==> src/rtl/fetch_sequencer.sv <==
// rtl/fetch_sequencer.sv - instruction fetch/execute/commit sequencer owning the instruction pointer.
// Optional fetch watchdog enabled by defining FETCH_TIMEOUT_EN.
module fetch_sequencer #(
  parameter int unsigned            ADDR_W         = 32,
  parameter int unsigned            INSTR_W        = 32,
  parameter int unsigned            IP_STEP        = 1,
  parameter logic [ADDR_W-1:0]      RESET_ADDR     = '0,
  parameter int unsigned            TIMEOUT_CYCLES = 16
) (
  input  logic               clk,
  input  logic               reset,
  input  logic               run,
  output logic               imem_req,
  output logic [ADDR_W-1:0]  imem_addr,
  input  logic               imem_ack,
  input  logic [INSTR_W-1:0] imem_rdata,
  output logic [INSTR_W-1:0] instr,
  output logic               instr_valid,
  input  logic               exec_busy,
  input  logic               halt_req,
  input  logic               branch_taken,
  input  logic [ADDR_W-1:0]  branch_target,
  output logic [ADDR_W-1:0]  pointer,
  output logic               halted,
  output logic               fault
);

  typedef enum logic [1:0] {IDLE, FETCH, EXEC, HALT} state_t;

  state_t             state_q, state_d;
  logic [ADDR_W-1:0]  pointer_q, pointer_d;
  logic [INSTR_W-1:0] instr_q, instr_d;

`ifdef FETCH_TIMEOUT_EN
  localparam logic [7:0] WAIT_LIMIT = 8'(TIMEOUT_CYCLES - 1);
  logic [7:0] wait_q, wait_d;
  logic       fault_q, fault_d;
`endif

  always_comb begin
    state_d   = state_q;
    pointer_d = pointer_q;
    instr_d   = instr_q;
`ifdef FETCH_TIMEOUT_EN
    wait_d    = wait_q;
    fault_d   = fault_q;
`endif
    case (state_q)
      IDLE: begin
        if (run) begin
          state_d = FETCH;
`ifdef FETCH_TIMEOUT_EN
          wait_d  = '0;
`endif
        end
      end
      FETCH: begin
`ifdef FETCH_TIMEOUT_EN
        // The watchdog wins even if the ack lands on the limit cycle.
        if (wait_q == WAIT_LIMIT) begin
          state_d = HALT;
          fault_d = 1'b1;
        end else if (imem_ack) begin
          instr_d = imem_rdata;
          state_d = EXEC;
        end else begin
          wait_d  = wait_q + 8'd1;
        end
`else
        if (imem_ack) begin
          instr_d = imem_rdata;
          state_d = EXEC;
        end
`endif
      end
      EXEC: begin
        if (!exec_busy) begin
          if (halt_req) begin
            state_d = HALT;
          end else begin
            pointer_d = branch_taken ? branch_target : pointer_q + ADDR_W'(IP_STEP);
            state_d   = run ? FETCH : IDLE;
`ifdef FETCH_TIMEOUT_EN
            wait_d    = '0;
`endif
          end
        end
      end
      default: state_d = HALT;
    endcase
  end

  always_ff @(posedge clk or posedge reset) begin
    if (reset) begin
      state_q   <= IDLE;
      pointer_q <= RESET_ADDR;
      instr_q   <= '0;
`ifdef FETCH_TIMEOUT_EN
      wait_q    <= '0;
      fault_q   <= 1'b0;
`endif
    end else begin
      state_q   <= state_d;
      pointer_q <= pointer_d;
      instr_q   <= instr_d;
`ifdef FETCH_TIMEOUT_EN
      wait_q    <= wait_d;
      fault_q   <= fault_d;
`endif
    end
  end

  assign imem_req    = (state_q == FETCH);
  assign instr_valid = (state_q == EXEC);
  assign halted      = (state_q == HALT);
  assign imem_addr   = pointer_q;
  assign pointer     = pointer_q;
  assign instr       = instr_q;

`ifdef FETCH_TIMEOUT_EN
  assign fault = fault_q;
`else
  assign fault = (TIMEOUT_CYCLES == 0) && 1'b0;
`endif

endmodule

==> config.mk <==
export PLATFORM = sky130hd
export DESIGN_NAME = fetch_sequencer
export DESIGN_NICKNAME = d
export VERILOG_FILES = /design/src/rtl/fetch_sequencer.sv
export SDC_FILE = /design/constraint.sdc
export NUM_CORES = 1
export LEC_CHECK = 0
export ABC_AREA = 1
export BUFFER_PORTS_ARGS = -buffer_cell sky130_fd_sc_hd__buf_2
export CAP_MARGIN = 5
export CORE_MARGIN = 2
export CORE_UTILIZATION = 50
export CTS_BUF_LIST = sky130_fd_sc_hd__clkbuf_2 sky130_fd_sc_hd__clkbuf_4 sky130_fd_sc_hd__clkbuf_8
export DETAILED_ROUTE_END_ITERATION = 10
export PLACE_DENSITY_LB_ADDON = 0.15
export SLEW_MARGIN = 10
export SYNTH_ARGS = -nofsm -noshare
export SYNTH_HDL_FRONTEND = slang
export SYNTH_SLANG_ARGS = --single-unit
==> constraint.sdc <==
create_clock -name clk -period 2.3 [get_ports clk]
set_input_delay 0.23 -clock clk [delete_from_list [all_inputs] [get_ports clk]]
set_output_delay 0.23 -clock clk [all_outputs]
set_load 0.1 [all_outputs]
* Word-level counts from Yosys, hierarchy flattened
Index checks and enable logic that the tools add are counted.
W data, S select, Z words.
** Word-level totals
- Flip-flop bits (word level) :: 66
- Latch bits :: 0
- RAM bits :: 0
- Memory bits (read-only) :: 0
- Input port bits :: 71
- Output and inout bits :: 100
- Word-level logic and storage cells :: 23
- Memories kept :: 0
** Operators by class
- Add/sub/neg operators :: 1
- Multipliers :: 0
- Div/mod/pow operators :: 0
- Magnitude comparators :: 0
- Eq/ne operators :: 6
- Shift-type cells :: 0
- Multiplexer cells :: 7
- Bitwise gates (word level) :: 2
- Reductions and logical operators :: 4
** Operators by type and width (number)
- $add A32 B1 Y32 const B :: 1
- $mux W32 :: 1
- $mux W2 :: 4
- $pmux W2 S3 :: 1
- $reduce_and A3 Y1 :: 2
- $eq A2 B2 Y1 const B :: 2
- $ne A2 B2 Y1 const B :: 2
- $eq A2 B1 Y1 const B :: 1
- $logic_not A2 Y1 :: 1
- $ne A2 B1 Y1 const B :: 1
- $not A1 Y1 :: 2
- $reduce_and A2 Y1 :: 1
- $mux W1 :: 1

* Logic depth before layout (Yosys ltp)
- Word-level depth :: 4
- Gate-level depth with buffers :: 10
- Depth with buffers taken out :: 10

* Worst setup path after synthesis
No wires, ideal clock.
- Path kind :: reg-to-reg
- Start point :: register pointer_q[1], in the netlist imem_addr[1]
- End point :: register pointer_q[14], in the netlist imem_addr[14]
- Library setup time :: 0.120 ns
- Arrival time :: 2.158 ns
- Required time :: 2.180 ns
- Slack :: 0.021 ns
- Stages on the path, launching flop included :: 11
- Path buffers :: 0
- Clock period less this slack :: 2.279 ns
- Path through :: dfrtp_1 > ha_1 > nand2_1 > nor2_2 > nand2_1 > nor2_4 > nand2_1 > nand2_1 > nand2_1 > o21ai_1 > inv_1
** On the way
- Longest elaborated chain between the ends :: 2
** Ends and longest elaborated chain
- start, declared :: line 31 : logic [ADDR_W-1:0] pointer_q, pointer_d;
- start signal, assigned :: line 104 : pointer_q <= pointer_d;
- $add A32 B1 Y32 :: line 81 : pointer_d = branch_taken ? branch_target : pointer_q + ADDR_W'(IP_STEP);
- $mux W32 :: line 81
Every way passes these cells.
A chain may end at the register's enable or synchronous reset.

* Worst setup path in the final report
- Start point :: register pointer_q[0], in the netlist imem_addr[0]
- End point :: register pointer_q[24], in the netlist imem_addr[24]
The elaborated chain is that of the path after synthesis.

==> metrics <==
arrival time worst endpoint approximately 2.0 ns; Max H-tree Level 3; cell area after layout 0.00508 mm²; area grow syn2layout 21.0%; post-layout minimum cycle time 1.77 ns; number of rows in the core area 33; library cell contributing the largest single delay on the critical path sky130_fd_sc_hd__dfrtp_1; number of library cell types mapped by synthesis 30; antenna violations before repair 0; Worst Max-Slew Pin Slew about 0.82 ns; die width 95.7 µm; routed metal-1 wire length 4.63 mm; critical path peak fanout 6; Avg Inst Size Synth 7.68 µm²; post-route clock skew around 0.006 ns; placed wire-length estimate 8.00 mm; endpoint kind of the worst setup timing path flop; commonest cells after routing, fill and taps aside 169 x sky130_fd_sc_hd__buf_2, 150 x sky130_fd_sc_hd__nand2_1, 81 x sky130_fd_sc_hd__nor2_1; placed cell areas slightly below 0.005 mm²; max-slew headroom at the worst pin 0.450; Die Outline Area 0.00915 mm²; wire length per cell after detailed routing 13.6 µm; deepest clock path buffer count 2; uppermost routed layer met4; most frequent standard cell in the layout excluding fill and tap cells sky130_fd_sc_hd__buf_2; vias per cell 5.10; outcome finished clean; number of top-level pins roughly 170; longest individual stage delay on the worst path 0.43 ns; number of buffers inserted by post-CTS setup repair 0; number of diodes added for antenna fixing 0; count of synthesis-stage warnings from yosys 0; Buffers on Ports 169; starting DRC count in detailed routing 172; detailed-routed wire length on met2 5.06 mm; metal3 WL 821 µm; total clock sinks 66; starting density of the core 0.514; CTS tree yes; Hold Crit Class primary input to flop; remaining design rule violation count 0; MaxCap Viol Count 0; post-route setup slack around 0.53 ns; summed negative setup slack over all endpoints 0 ns; count of final setup violators 0; CORE AREA 0.00818 mm²; cell chosen for the clock root sky130_fd_sc_hd__clkbuf_8; Total Routed Length 10.8 mm; Syn Inst Count roughly 550; post-synth net total 619; share of synthesized area occupied by flip-flops and latches 0.393; unrepaired setup endpoints after global routing no; kind of start point of the critical path flop; number of nets in the layout 755; category of the most critical setup path flop to flop; FF+latch count, synth 66; worst reg2reg setup slack 0.53 ns; Remaining Overflow, GRT 0; Post-Place Worst Slack 0.571 ns; proportion of layout cells with a drive suffix above 1 0.343; CTS Buf Count 9; most frequent cell on the critical path sky130_fd_sc_hd__nand2_1; Critical Path, Cell by Cell ha_1, nand2_1, nor2_2, nand2_2, nor2_1, nand2_1, nand2_1, nand3_1, nand2_1, nand2_1; number of global-route vias before repair 3710; via count 4041; number of iterations in the first detailed-routing pass 5; GRT Overall Usage 0.240; final hold vios 0; maximum clock rate roughly 560 MHz; max-slew violation count 0; # fillers 780; clock transition at the registers of the reported paths roughly 0.08 ns; global-route wire length before repair 17.1 mm; weighted congestion reported at the end of routability-driven placement 0.938; pin count of the biggest net entering global routing 52; worst path required time 2.53 ns; height of the die 95.7 µm; clock latency reported for the late side of the worst-skew pair 0.34 ns; final critical-path share of the clock period 0.770; post-synth design cell area 0.00420 mm²; Routed Antenna Nets 0; count of cells resized by post-cts repair 0
cell families (layout without fill, tap and decap cells):
logic type | count (synthesis) | after routing | synth area share
simple gates | 283 | 283 | 0.280
buf+inv | 103 | 244 | 0.135
flops | 66 | 66 | 0.393
compound gates | 61 | 61 | 0.0753
mux | 32 | 32 | 0.113
fa+ha+maj | 1 | 1 | 0.00298
other cells | 1 | 1 | 0.000893
worst max-delay path, delay by kind of cell, from the launching register on:
kind | cells | cell delay (ns)
fa+ha+maj | 1 | 0.21
flops | 1 | 0.43
simple gates | 9 | 1.01
path summary, 6_finish.rpt:
kind,start,to,cells after the start
max in group asynchronous,reset,imem_addr[20],4
hold reg to reg,instr[30],instr[30],1
hold / removal,imem_rdata[1],instr[1],2
min in group asynchronous,reset,instr[5],4
setup / recovery,imem_addr[0],imem_addr[24],10
setup reg to reg,imem_addr[0],imem_addr[24],10
layout make-up:
cell class | count | area, µm² | area share
timing repair buffer | 175 | 893 | 0.176
multi-input combinational | 378 | 1980 | 0.390
inverter | 53 | 199 | 0.0391
sequential | 66 | 1650 | 0.325
clock inverter | 6 | 90.1 | 0.0177
tap | 105 | 131 | 0.0258
clock buffer | 10 | 138 | 0.0271
Yosys cell counts, drive strengths merged:
library cell  count  area share
a21oi            23       0.027
mux2             32        0.11
nand3            31       0.037
o22ai             1      0.0015
dfrtp            66        0.39
and2              4      0.0060
buf              43       0.082
a31oi             1      0.0015
o21ai            33       0.039
ha                1      0.0030
nor2             87       0.086
a22oi             1      0.0018
o31ai             1      0.0018
nor3              5      0.0060
conb              1     0.00089
clkbuf            7      0.0063
nand2           154        0.14
inv              53       0.047
a22o              1      0.0021
nand3b            2      0.0036
registers in the layout, indices dropped and copies added, names as in the netlist:
register   cells
instr         32
state_q        2
imem_addr     32
timing repair:
action,4_1_cts,5_1_grt
setup endpoints to repair,0,0
hold buffers,1,0
hold endpoints to repair,31,0
per-layer routing:
layer | vias to the layer above | global-route usage
li1 | 1969 | -
met1 | 1875 | 0.310
met2 | 174 | 0.386
met3 | 23 | 0.0538
met4 | 0 | 0.104
met5 | - | 0
stage by stage:
step           hold WS (ns)  std cells  utilization
2_1_floorplan         0.369        547            -
3_3_place_gp          0.349        776        0.593
3_5_place_dp          0.357        776        0.593
4_1_cts               0.105        793        0.622
5_1_grt               0.105        793        0.622
6_report              0.113        793        0.622
Power is not shown: default switching activity piles up to over one toggle a cycle in this logic, so the estimate is an artifact.
